### src/rtl/eeprom_save_bridge.sv
// -----------------------------------------------------------------------------
// eeprom_save_bridge
//
// Purpose:
//   Moves save data between the host's 32-bit data bridge and the EEPROM's
//   8-bit backdoor port. A host word write is serialised into four
//   consecutive byte writes. A host word read is serialised into four byte
//   reads, which are reassembled little-endian. A sticky dirty flag records
//   game-side EEPROM commits so the platform knows when the save needs a flush.
//
// Ports:
//   clk            in   system clock (also the EEPROM backdoor clock)
//   reset_n        in   asynchronous active-low reset
//   bridge_wr      in   word write request (accepted only when idle)
//   bridge_rd      in   word read request (accepted only when idle; write wins)
//   bridge_addr    in   byte address, bits [1:0] ignored
//   bridge_wr_data in   write word, [7:0] goes to addr+0
//   bridge_rd_data out  assembled read word, valid while rd_valid=1
//   rd_valid       out  one-cycle pulse when a read completes
//   busy           out  high while a transfer is in progress
//   rom_we         out  EEPROM backdoor write enable
//   rom_address    out  EEPROM backdoor byte address
//   rom_wdata      out  EEPROM backdoor write byte
//   rom_rdata      in   EEPROM backdoor read byte, RD_LAT cycles after address
//   eeprom_we      in   game-side EEPROM commit strobe
//   dirty_clear    in   host acknowledges a flush
//   dirty          out  sticky modified-since-clear flag
// -----------------------------------------------------------------------------
module eeprom_save_bridge #(
    parameter int ADDR_W = 13,
    parameter int RD_LAT = 1
) (
    input  logic              clk,
    input  logic              reset_n,
    input  logic              bridge_wr,
    input  logic              bridge_rd,
    input  logic [ADDR_W-1:0] bridge_addr,
    input  logic [31:0]       bridge_wr_data,
    output logic [31:0]       bridge_rd_data,
    output logic              rd_valid,
    output logic              busy,
    output logic              rom_we,
    output logic [ADDR_W-1:0] rom_address,
    output logic [7:0]        rom_wdata,
    input  logic [7:0]        rom_rdata,
    input  logic              eeprom_we,
    input  logic              dirty_clear,
    output logic              dirty
);

    typedef enum logic [1:0] {
        ST_IDLE    = 2'd0,
        ST_WR      = 2'd1,
        ST_RD      = 2'd2,
        ST_RD_DONE = 2'd3
    } state_t;

    // Read counter value at which the final byte (byte 3) is captured.
    localparam logic [2:0] LP_LAST_RC = 3'(3 + RD_LAT);

    state_t            r_state;
    logic [1:0]        r_idx;
    logic [2:0]        r_rc;
    logic [ADDR_W-1:0] r_base;
    logic [31:0]       r_word;
    logic [31:0]       r_rd_data;
    logic              r_rd_valid;
    logic              r_rom_we;
    logic [ADDR_W-1:0] r_rom_address;
    logic [7:0]        r_rom_wdata;
    logic              r_dirty;

    logic [ADDR_W-1:0] w_base_in;
    logic [1:0]        w_idx_next;
    logic [1:0]        w_cap_idx;

    // Word-aligned base: the low two address bits are masked off.
    assign w_base_in  = bridge_addr & {{(ADDR_W-2){1'b1}}, 2'b00};
    assign w_idx_next = r_idx + 2'd1;
    // Byte lane being captured: the address issued RD_LAT cycles ago.
    assign w_cap_idx  = r_rc[1:0] - 2'(RD_LAT);

    // Transfer FSM. rom_* outputs are registered and loaded with the value
    // for the coming cycle, so the first byte access appears the cycle
    // right after the request is accepted.
    always_ff @(posedge clk or negedge reset_n) begin
        if (!reset_n) begin
            r_state       <= ST_IDLE;
            r_idx         <= 2'd0;
            r_rc          <= 3'd0;
            r_base        <= '0;
            r_word        <= 32'd0;
            r_rd_data     <= 32'd0;
            r_rd_valid    <= 1'b0;
            r_rom_we      <= 1'b0;
            r_rom_address <= '0;
            r_rom_wdata   <= 8'd0;
        end else begin
            r_rd_valid <= 1'b0;
            case (r_state)
                ST_IDLE: begin
                    if (bridge_wr) begin
                        // Write wins over a simultaneous read.
                        r_base        <= w_base_in;
                        r_word        <= bridge_wr_data;
                        r_idx         <= 2'd0;
                        r_state       <= ST_WR;
                        r_rom_we      <= 1'b1;
                        r_rom_address <= w_base_in;
                        r_rom_wdata   <= bridge_wr_data[7:0];
                    end else if (bridge_rd) begin
                        r_base        <= w_base_in;
                        r_rc          <= 3'd0;
                        r_state       <= ST_RD;
                        r_rom_we      <= 1'b0;
                        r_rom_address <= w_base_in;
                    end
                end

                ST_WR: begin
                    r_idx <= w_idx_next;
                    if (r_idx == 2'd3) begin
                        r_state  <= ST_IDLE;
                        r_rom_we <= 1'b0;
                    end else begin
                        r_rom_we      <= 1'b1;
                        r_rom_address <= r_base + ADDR_W'(w_idx_next);
                        r_rom_wdata   <= r_word[{w_idx_next, 3'b000} +: 8];
                    end
                end

                ST_RD: begin
                    r_rom_we <= 1'b0;
                    if (r_rc < 3'd3) begin
                        r_rom_address <= r_base + ADDR_W'(r_rc + 3'd1);
                    end
                    if (r_rc >= 3'(RD_LAT)) begin
                        r_rd_data[{w_cap_idx, 3'b000} +: 8] <= rom_rdata;
                    end
                    if (r_rc == LP_LAST_RC) begin
                        r_state    <= ST_RD_DONE;
                        r_rd_valid <= 1'b1;
                    end
                    r_rc <= r_rc + 3'd1;
                end

                ST_RD_DONE: begin
                    r_state <= ST_IDLE;
                end

                default: begin
                    r_state  <= ST_IDLE;
                    r_rom_we <= 1'b0;
                end
            endcase
        end
    end

    // Sticky dirty flag: a game commit in the same cycle as a clear wins.
    always_ff @(posedge clk or negedge reset_n) begin
        if (!reset_n) begin
            r_dirty <= 1'b0;
        end else if (eeprom_we) begin
            r_dirty <= 1'b1;
        end else if (dirty_clear) begin
            r_dirty <= 1'b0;
        end
    end

    assign busy           = (r_state != ST_IDLE);
    assign rd_valid       = r_rd_valid;
    assign bridge_rd_data = r_rd_data;
    assign rom_we         = r_rom_we;
    assign rom_address    = r_rom_address;
    assign rom_wdata      = r_rom_wdata;
    assign dirty          = r_dirty;

endmodule

### config.mk
export PLATFORM = sky130hd
export DESIGN_NAME = eeprom_save_bridge
export DESIGN_NICKNAME = d
export VERILOG_FILES = /design/src/rtl/eeprom_save_bridge.sv
export SDC_FILE = /design/constraint.sdc
export NUM_CORES = 1
export LEC_CHECK = 0
export ABC_AREA = 1
export BUFFER_PORTS_ARGS = -buffer_cell sky130_fd_sc_hd__buf_2
export CORE_MARGIN = 2
export CORE_UTILIZATION = 56
export CTS_CLUSTER_SIZE = 16
export DETAILED_ROUTE_END_ITERATION = 8
export HOLD_SLACK_MARGIN = 0.12
export PLACE_DENSITY = 0.81
export SLEW_MARGIN = 0
export SYNTH_ARGS = -nofsm -noshare
export SYNTH_HDL_FRONTEND = slang
export SYNTH_SLANG_ARGS = --single-unit
### constraint.sdc
create_clock -name clk -period 3.18 [get_ports clk]
set_input_delay 0.159 -clock clk [delete_from_list [all_inputs] [get_ports clk]]
set_output_delay 0.159 -clock clk [all_outputs]
set_load 0.05 [all_outputs]
## Word level (Yosys, flattened, before mapping)

Index checks and enable logic that the tools add are counted.

- $add $sub $neg: 7
- $mul: 0
- Divide/modulo/power cells: 0
- Order comparisons: 2
- Equality and inequality tests: 13
- Shift operators: 3
- Muxes and demuxes: 27
- Bitwise logic cells: 0
- Reduce and logical (&&, ||, !) cells: 16

Operators with widths:

| operator | count |
|---|---|
| 2-to-1 mux 13 bit | 4 |
| one-hot mux 13 bit (3 select lines) | 1 |
| bitwise mux 32 bit | 1 |
| variable shift 8 x 7 -> 32 bit, first input constant | 1 |
| variable part select 32 x 6 -> 8 bit | 1 |
| variable part select 8 x 7 -> 32 bit | 1 |
| 2-to-1 mux 8 bit | 2 |
| one-hot mux 8 bit (2 select lines) | 1 |
| inequality test 2 bit, second input constant | 7 |
| adder 13 x 2 -> 13 bit | 1 |
| adder 13 x 4 -> 13 bit | 1 |
| 2-to-1 mux 2 bit | 5 |
| AND reduction 2 bit | 5 |
| nonzero test 2 bit | 5 |
| AND reduction 3 bit | 3 |
| one-hot mux 2 bit (4 select lines) | 1 |
| 2-to-1 mux 1 bit | 7 |
| negator 5 -> 7 bit | 1 |
| equality test 2 bit, second input constant | 3 |
| 2-to-1 mux 3 bit | 2 |
| one-hot mux 3 bit (2 select lines) | 1 |
| adder 3 x 1 -> 4 bit, second input constant | 1 |
| one-hot mux 2 bit (2 select lines) | 1 |
| AND reduction 4 bit | 1 |
| other kinds (11) | 11 |

- Register bits: 108
- Bits in latches: 0
- RAM bits: 0
- Memory bits (read-only): 0
- Input bits: 59
- Output and inout port bits: 57
- Logic and storage cells: 79
- Memories: 0

## Logic depth before layout (Yosys ltp)

Gate-level depths: netlist (run 1).

- Word-level depth: 4
- Depth in mapped cells: 10
- Depth with buffers taken out: 10

## Least setup slack after synthesis (run 1)

OpenSTA, ideal clock, no wires.

- Path type: register to register
- From: register r_rc[1]
- To: register r_rd_data[16], in the netlist bridge_rd_data[16]
- Library setup time: 0.119 ns
- Arrival time: 1.488 ns
- Data required time: 3.061 ns
- Path slack: 1.572 ns
- Cell stages (with the launch flop): 9
- Path through: dfrtp_1 -> inv_2 -> ha_1 -> inv_2 -> nand3_2 -> o21ai_4 -> nor2_4 -> buf_6 -> o21a_1

- Word-level cells in the longest chain between the ends: 4

Ends and longest elaborated chain:

| item | RTL line | text |
|---|---|---|
| start, declared | 63 | `logic [2:0] r_rc;` |
| start signal, assigned | 144 | `r_rc <= r_rc + 3'd1;` |
| subtractor 2 x 1 -> 2 bit | 81 | `assign w_cap_idx = r_rc[1:0] - 2'(RD_LAT);` |
| negator 5 -> 7 bit | 138 | `r_rd_data[{w_cap_idx, 3'b000} +: 8] <= rom_rdata;` |
| variable part select 8 x 7 -> 32 bit or variable shift 8 x 7 -> 32 bit (tied branches) | 138 |  |
| bitwise mux 32 bit | 138 |  |
| end signal, assigned by index | 138 |  |
| end, declared | 66 | `logic [31:0] r_rd_data;` |

Parallel ways exist; a longest one is shown, timed or not.
A chain may end at the register's enable or synchronous reset.

## Worst setup path after layout (run 1)

- From: register r_state[1]
- To: register r_rom_address[6], in the netlist rom_address[6]

- Word-level cells in the longest chain between the ends: 3

Ends and longest elaborated chain:

| item | RTL line | text |
|---|---|---|
| start, declared | 61 | `state_t r_state;` |
| start signal, assigned | 88 | `r_state <= ST_IDLE;` |
| start signal, assigned | 107 | `r_state <= ST_WR;` |
| start signal, assigned | 114 | `r_state <= ST_RD;` |
| equality test 2 bit, or another cell as far along | 100 | `case (r_state)` |
| inequality test 2 bit (no line), or another cell as far along | -- |  |
| AND reduction 4 bit (no line) | -- |  |
| end signal, assigned | 109 | `r_rom_address <= w_base_in;` |
| end signal, assigned | 116 | `r_rom_address <= w_base_in;` |
| end signal, assigned | 127 | `r_rom_address <= r_base + ADDR_W'(w_idx_next);` |
| end, declared | 69 | `logic [ADDR_W-1:0] r_rom_address;` |

Parallel ways exist; a longest one is shown, timed or not.

==> results of run 1 <==
==> cell usage in the layout (no fill, tap or decap), drive strengths merged <==
cell type / count
o21a: 8
ha: 12
nand4: 6
dlygate4sd3: 54
nand3: 46
a31oi: 2
buf: 117
o21ai: 74
mux2: 4
or2: 1
clkbuf: 11
nor2: 61
o21bai: 1
dfrtp: 106
a21oi: 52
xor2: 1
nand2: 202
clkinv: 3
nor3: 2
o22ai: 5
inv: 48
==> flip-flops by register name, summed over array words and instances (netlist names) <==
register        flops
bridge_rd_data     32
r_word             32
rom_address        13
r_base             11
rom_wdata           8
r_rc                3
r_idx               2
r_state             2
dirty               1
rd_valid            1
rom_we              1
==> worst max-delay path, delay by kind of cell, from the launching register on <==
kind,cells,cell delay [ns]
adder cells (fa/ha/maj),1,0.34
buffers and inverters,3,0.63
flip-flops,1,0.40
AND/OR/NAND/NOR,3,0.72
AO/OA/AOI/OAI,1,0.13
==> cell families (layout without fill, tap and decap cells) <==
kind of cell / count (synthesis) / count (layout) / synth area share (%)
AOI/OAI and AO/OA: 142 / 142 / 14.5
muxes: 4 / 4 / 0.859
and+or+nand+nor: 318 / 318 / 25.0
xor gates and xnor gates: 1 / 1 / 0.167
adders and majority gates: 12 / 12 / 2.86
DFF: 106 / 106 / 50.6
buffers and inverters: 72 / 233 / 6.04
==> what timing repair did <==
| item | in CTS | in global routing |
|---|---|---|
| hold endpoints to repair | 126 | 0 |
| gates resized for setup | 0 | 0 |
| endpoints found under the setup margin | 0 | 0 |
| hold buffers | 54 | 0 |
==> power groups by stage <==
stage	logic (mW)	registers [mW]	clock network [mW]
floorplan	2.15	3.39	0
global placement	3.95	2.40	0
detailed placement	4.04	2.44	0
CTS	4.11	2.41	0.829
global route	4.57	2.50	0.876
finish	4.13	2.43	0.812
==> routing by layer <==
metal	global-route usage, %	wire (um)	vias to the layer above
met5	0	0	-
met2	47.4	6730	192
met3	3.88	785	34
met1	35.1	5510	2334
met4	11.5	340	0
li1	-	-	2448
==> final cells by class <==
class                      instances  area [um^2]
sequential                       106         2650
fill                             723         2560
multi-input combinational        477         2270
timing repair buffer             171         1150
inverter                          46          173
clock buffer                      11          151
tap                              111          139
clock inverter                     5         46.3
==> worst max-delay path by stage <==
| stage | end | start |
|---|---|---|
| after floorplan | bridge_rd_data[16] | r_rc[1] |
| after global placement | rom_address[9] | r_state[1] |
| after detailed placement | rom_address[6] | r_state[1] |
| after CTS | rom_address[6] | r_state[1] |
| after global routing | rom_address[6] | r_state[1] |
| final | rom_address[6] | r_state[1] |
==> through the flow <==
stage | instance area [um^2] | utilization, %
final | 6590 | 72.0
after global routing | 6590 | 72.0
after CTS | 6590 | 72.0
after detailed placement | 5850 | 63.9
after global placement | 5850 | 63.9
after floorplan | 5240 | -
==> results.ini, run 1 <==
[clock_network]
clk-insertion-delay-late_ns=0.38
clock_sinks=106
postCtsSetupBuffers=0
cts_tree=built
clockRootBuffer=sky130_fd_sc_hd__clkbuf_8
cts-htree-levels=3
total_cts_buffers=9
worst_setup_hold_path_clk_slew_ns=0.10
clock_path_buffers=2

[yosys]
synthesis.area_per_instance_um2=8.01
syn-cell-area_um2=5240
synth.ff_latch_count=106
synth_enable_flop_cells=0
netlist_top_cells_area=sky130_fd_sc_hd__dfrtp_1 51%, sky130_fd_sc_hd__nand2_1 14%, sky130_fd_sc_hd__o21ai_0 6.9%
synth_async_sr_flop_share_pct=100
synth-seq-area-share_pct=50.6
most_instantiated_library_cell_after_synthesis=sky130_fd_sc_hd__nand2_1
synth_top_area_share_pct=50.6
library_cell_occupying_the_most_area_in_the_post_synthesis_netlist=sky130_fd_sc_hd__dfrtp_1
syn-instance-count=655
nets_in_the_synthesized_netlist=726
yosysWarnings=0
synth_cell_types=33
synthTopCellsByCount=199 x sky130_fd_sc_hd__nand2_1, 106 x sky130_fd_sc_hd__dfrtp_1, 72 x sky130_fd_sc_hd__o21ai_0
synth_ff_type=sky130_fd_sc_hd__dfrtp_1

[worst_setup_path]
reg2reg_setup_slack_ns=0.87
r2r-start=r_state[1]
critical_path.max_stage_delay_ns=0.50
cp_cell_sequence=inv_1 > ha_1 > buf_4 > nand2_1 > nand4_2 > inv_1 > nor2_1 > a21oi_1
critical_path.startpoint_type=flop
critPathMaxFanout=23
crit_path_end_kind=flop
critical_path.reg2reg.endpoint=rom_address[6]
cp_data_arrival_time_ns=2.61
cp_slowest_cell=sky130_fd_sc_hd__nand4_2
path_common_cell=sky130_fd_sc_hd__inv_1
timing_worst_setup_path_type=reg2reg
worst-r2r-cell-count=8
worst_ep_required_time_ns=3.48

[timing]
worst_slew_pin_slew_ns=0.794
final_min_period_over_clock_period_pct=72.5
rsz0062_at_grt=false
achievable-frequency_mhz=434
finalSetupViolCount=0
final_max_slew_viol_count=0
postLayoutSetupSlackWorst_ns=0.874
skew_ns=0.0115
timing.slew.headroom_pct=47.1
tns_ns=0
hold_viol=0
post-route-min-period_ns=2.31
fin_hold_ws_ns=0.148

[hold_path]
worstHoldStart=bridge_wr
timing.hold.worst.class=in2reg
whs_endpoint=r_state[1]
worstHoldPathCells=4

[pwr]
final_power_mw=7.37
sw_frac_of_total_pct=53.1
pwr-share-seq_pct=32.9
max-vdd-ir-drop_mv=0.609
clkPwrFrac_pct=11.0
total_leakage_power_nw=3.40
power.combinational.fraction_pct=56.1
power.net_switching_mw=3.92
p_per_area_nw_per_um2=1120
internal-power_mw=3.45

[routing]
detail_route.wirelength_um=13400
drt-pass1-iter-count=5
detail-route-antenna-nets=0
dr_total_vias=5008
drt-initial-drc-count=276
route.detailed.wl_per_inst_um=14.4
via_per_inst=5.40
drc=0

[floorplanning]
die_height_um=101
design.portCount=116
horizontal_die_dimension_um=101
die_area_um2=10200
core_area_um2=9150
placement_rows=35
floorplan.initialDensity_pct=57.3

[global_route]
number_of_global_route_vias_before_repair=4918
global_route_wire_length_before_repair_um=22400
antenna_found_initial=0
global_route.overflow_total=0
maximum_number_of_pins_on_one_net_before_global_route_repair=63
gr-usage-all-layers_pct=27.6

[place]
gpl.final_weighted_congestion=0.951
buffer_ports.inserted=113
placed_cells_incl_taps=857
preCtsSetupSlack_ns=0.920
place.detailed.hpwl_um=8770

[cells_and_area]
post_layout_net_count=882
layout-area-overhead-vs-synth_pct=25.6
non_filler_cells_final=927
insertedDiodeCount=0
post_route_cells_drive_above_1_share_pct=19.0

[run_status]
run_status=finished clean

[run]
max-cap-violations=0

No activity file was read; power rests on OpenSTA's default activity.
==> run 2, diff against run 1 <==
Settings changed: CORE_UTILIZATION 56 to 49, PLACE_DENSITY 0.81 to 0.75.
Clock period 3.18 ns to 2 ns, I/O delays scaled along.
==> run 2 against run 1 <==
Against the previous run:
- critical path depth fell by 1
- clock power rose by 85%
- clock skew fell by 0.0037 ns
- utilization shrank 6.8 points
==> results.ini, run 2 (synthesized netlist as in run 1, its figures left out) <==
[cells_and_area]
sequential_cell_area_um2=2650  ; about the same
commonest_cells_after_routing_fill_and_taps_aside=199 x sky130_fd_sc_hd__nand2_1, 112 x sky130_fd_sc_hd__buf_2, 105 x sky130_fd_sc_hd__dfrtp_1, 72 x sky130_fd_sc_hd__o21ai_0, 58 x sky130_fd_sc_hd__nor2_1
layout-area-overhead-vs-synth_pct=28.8
insertedDiodeCount=0  ; unchanged
layout.cells.most_common=sky130_fd_sc_hd__nand2_1
num-fill-cells=887  ; +23%
post_layout_net_count=894  ; +1.4%
fin_util_pct=65.1  ; -6.8 points
multi_input_gate_area_um2=2280  ; +0.39%
post_route_cells_drive_above_1_share_pct=20.0  ; +1.1 points

[routing]
drt-initial-drc-count=309  ; +12%
drc=0  ; unchanged
detail-route-antenna-nets=0  ; unchanged
via_per_inst=5.23  ; -3.2%
route.detailed.wl_per_inst_um=14.3  ; -0.44%
detail_route.wirelength_um=13800  ; +3.5%
dr_total_vias=5042  ; +0.68%
drt-pass1-iter-count=6  ; +1

[clock_network]
clockRootBuffer=sky130_fd_sc_hd__clkbuf_8
clock_sinks=106  ; unchanged
total_cts_buffers=9  ; unchanged
clk-insertion-delay-late_ns=0.37  ; about the same
clock_path_buffers=2  ; unchanged
worst_setup_hold_path_clk_slew_ns=0.10  ; about the same
cts_tree=built
cts-htree-levels=3  ; unchanged
postCtsSetupBuffers=0  ; unchanged

[pwr]
p_per_area_nw_per_um2=1790  ; +60%
total_leakage_power_nw=3.47  ; +2.0%
max-vdd-ir-drop_mv=0.797  ; +31%

[worst_setup_path]
critical_path.startpoint_type=flop
cp_data_arrival_time_ns=2.13  ; -0.48 ns
critical_path.max_stage_delay_ns=0.48  ; -0.02 ns
critical_path_buf_inv_count=1  ; -2
cp_cell_sequence=ha_1 > inv_2 > nand3_2 > o21ai_4 > nor2_1 > nand3_1 > nand2_1
crit_path_end_kind=flop
cp_slowest_cell=sky130_fd_sc_hd__dfrtp_2
timing_worst_setup_path_type=reg2reg
critPathMaxFanout=14  ; -39%
worst_ep_required_time_ns=2.26  ; -1.22 ns
cp_top_family=simple AND/OR/NAND/NOR gates

[timing]
timing.slew.headroom_pct=50.1  ; +3.1 points
finalSetupViolCount=0  ; unchanged
final_min_period_over_clock_period_pct=93.3  ; +21 points
achievable-frequency_mhz=536  ; +24%
tns_ns=0  ; unchanged
worst_slew_pin_slew_ns=0.748  ; -0.0461 ns
skew_ns=0.00781  ; -0.00369 ns
final_max_slew_viol_count=0  ; unchanged
hold_viol=0  ; unchanged
rsz0062_at_grt=false
post-route-min-period_ns=1.87  ; -0.440 ns

[place]
buffer_ports.inserted=113  ; unchanged
gpl.final_weighted_congestion=0.903  ; -5.0%
place.detailed.hpwl_um=9290  ; +5.9%

[floorplanning]
floorplan.initialDensity_pct=50.6  ; -6.7 points
die_area_um2=11500  ; +14%
core_area_um2=10400  ; +13%
design.portCount=116  ; unchanged
die_height_um=107  ; +6.6%
horizontal_die_dimension_um=107  ; +6.6%
placement_rows=37  ; +5.7%

[run_status]
run_status=finished clean

[global_route]
global_route_wire_length_before_repair_um=23100  ; +3.2%
antenna_found_initial=0  ; unchanged
global_route.overflow_total=0  ; unchanged
gr-usage-all-layers_pct=25.2  ; -2.4 points
number_of_global_route_vias_before_repair=5002  ; +1.7%
maximum_number_of_pins_on_one_net_before_global_route_repair=59  ; -6.3%

[run]
max-cap-violations=0  ; unchanged

[hold_path]
timing.hold.worst.class=in2async

==> run 2: changes by cell type in the layout (fill, tap and decap cells not counted), sizes merged <==
| cell | before | now |
|---|---|---|
| inv | 48 | 47 |
| clkinvlp | 0 | 2 |
| bufinv | 0 | 2 |
| dlygate4sd3 | 54 | 56 |
| buf | 117 | 127 |
| clkinv | 3 | 0 |
==> run 2: worst paths after layout <==
| kind | cells after the start | start | slack, ns | end |
|---|---|---|---|---|
| hold reg to reg | 2 | rom_address[8] | 0.48 | rom_address[8] |
| setup / recovery | 7 | r_rc[0] | 0.13 | bridge_rd_data[1] |
| max in group asynchronous | 3 | reset_n | 1.19 | r_word[8] |
| setup reg to reg | 7 | r_rc[0] | 0.13 | bridge_rd_data[1] |
| min in group clk | 4 | bridge_wr_data[11] | 0.45 | r_word[11] |
| hold / removal | 2 | reset_n | 0.13 | bridge_rd_data[20] |
==> run 2: final cells by class <==
cell class	instances	area share (%)
clock inverters	5	1.28
flip-flops and latches	106	39.3
inverters	46	2.56
well taps	136	2.52
repair buffers	183	18.5
multi-input cells	477	33.8
clock buffers	11	2.09
==> run 2: power by group <==
group / leakage [nW] / total, mW / switching (mW) / internal, mW
sequential: 1.30 / 3.78 / 0.640 / 3.14
combinational: 2.06 / 6.81 / 4.87 / 1.94
clock: 0.108 / 1.50 / 0.752 / 0.749
==> run 2: what timing repair did <==
| action | in CTS | in global routing |
|---|---|---|
| endpoints found under the setup margin | 0 | 7 |
| gates resized for setup | 0 | 3 |
| hold endpoints to repair | 182 | 0 |
| hold buffers | 56 | 0 |
==> run 2: layer usage <==
metal	global-route usage [%]	vias to the layer above	routed length, um
met1	31.1	2355	5780
li1	-	2473	-
met4	10.6	0	431
met3	4.54	37	731
met5	0	-	0
met2	43.6	177	6890
==> run 2: through the flow <==
| stage | setup slack (ns) | total power, mW | cell area [um^2] | hold WS [ns] | cells |
|---|---|---|---|---|---|
| floorplan | 0.392 | 8.81 | 5240 | -0.196 | 655 |
| global placement | 0.253 | 10.3 | 5960 | -0.0209 | 892 |
| detailed placement | 0.138 | 10.5 | 5960 | -0.0156 | 892 |
| CTS | 0.117 | 12.1 | 6740 | 0.130 | 964 |
| global route | 0.0302 | 13.0 | 6750 | 0.148 | 964 |
| finish | 0.133 | 12.1 | 6750 | 0.131 | 964 |
==> run 2: worst reg2reg max path, stage by stage, from the launching register on <==
cell and delay [ns]:
sky130_fd_sc_hd__dfrtp_2 0.48, sky130_fd_sc_hd__ha_1 0.23, sky130_fd_sc_hd__inv_2 0.14, sky130_fd_sc_hd__nand3_2 0.12
sky130_fd_sc_hd__o21ai_4 0.36, sky130_fd_sc_hd__nor2_1 0.23, sky130_fd_sc_hd__nand3_1 0.14, sky130_fd_sc_hd__nand2_1 0.06
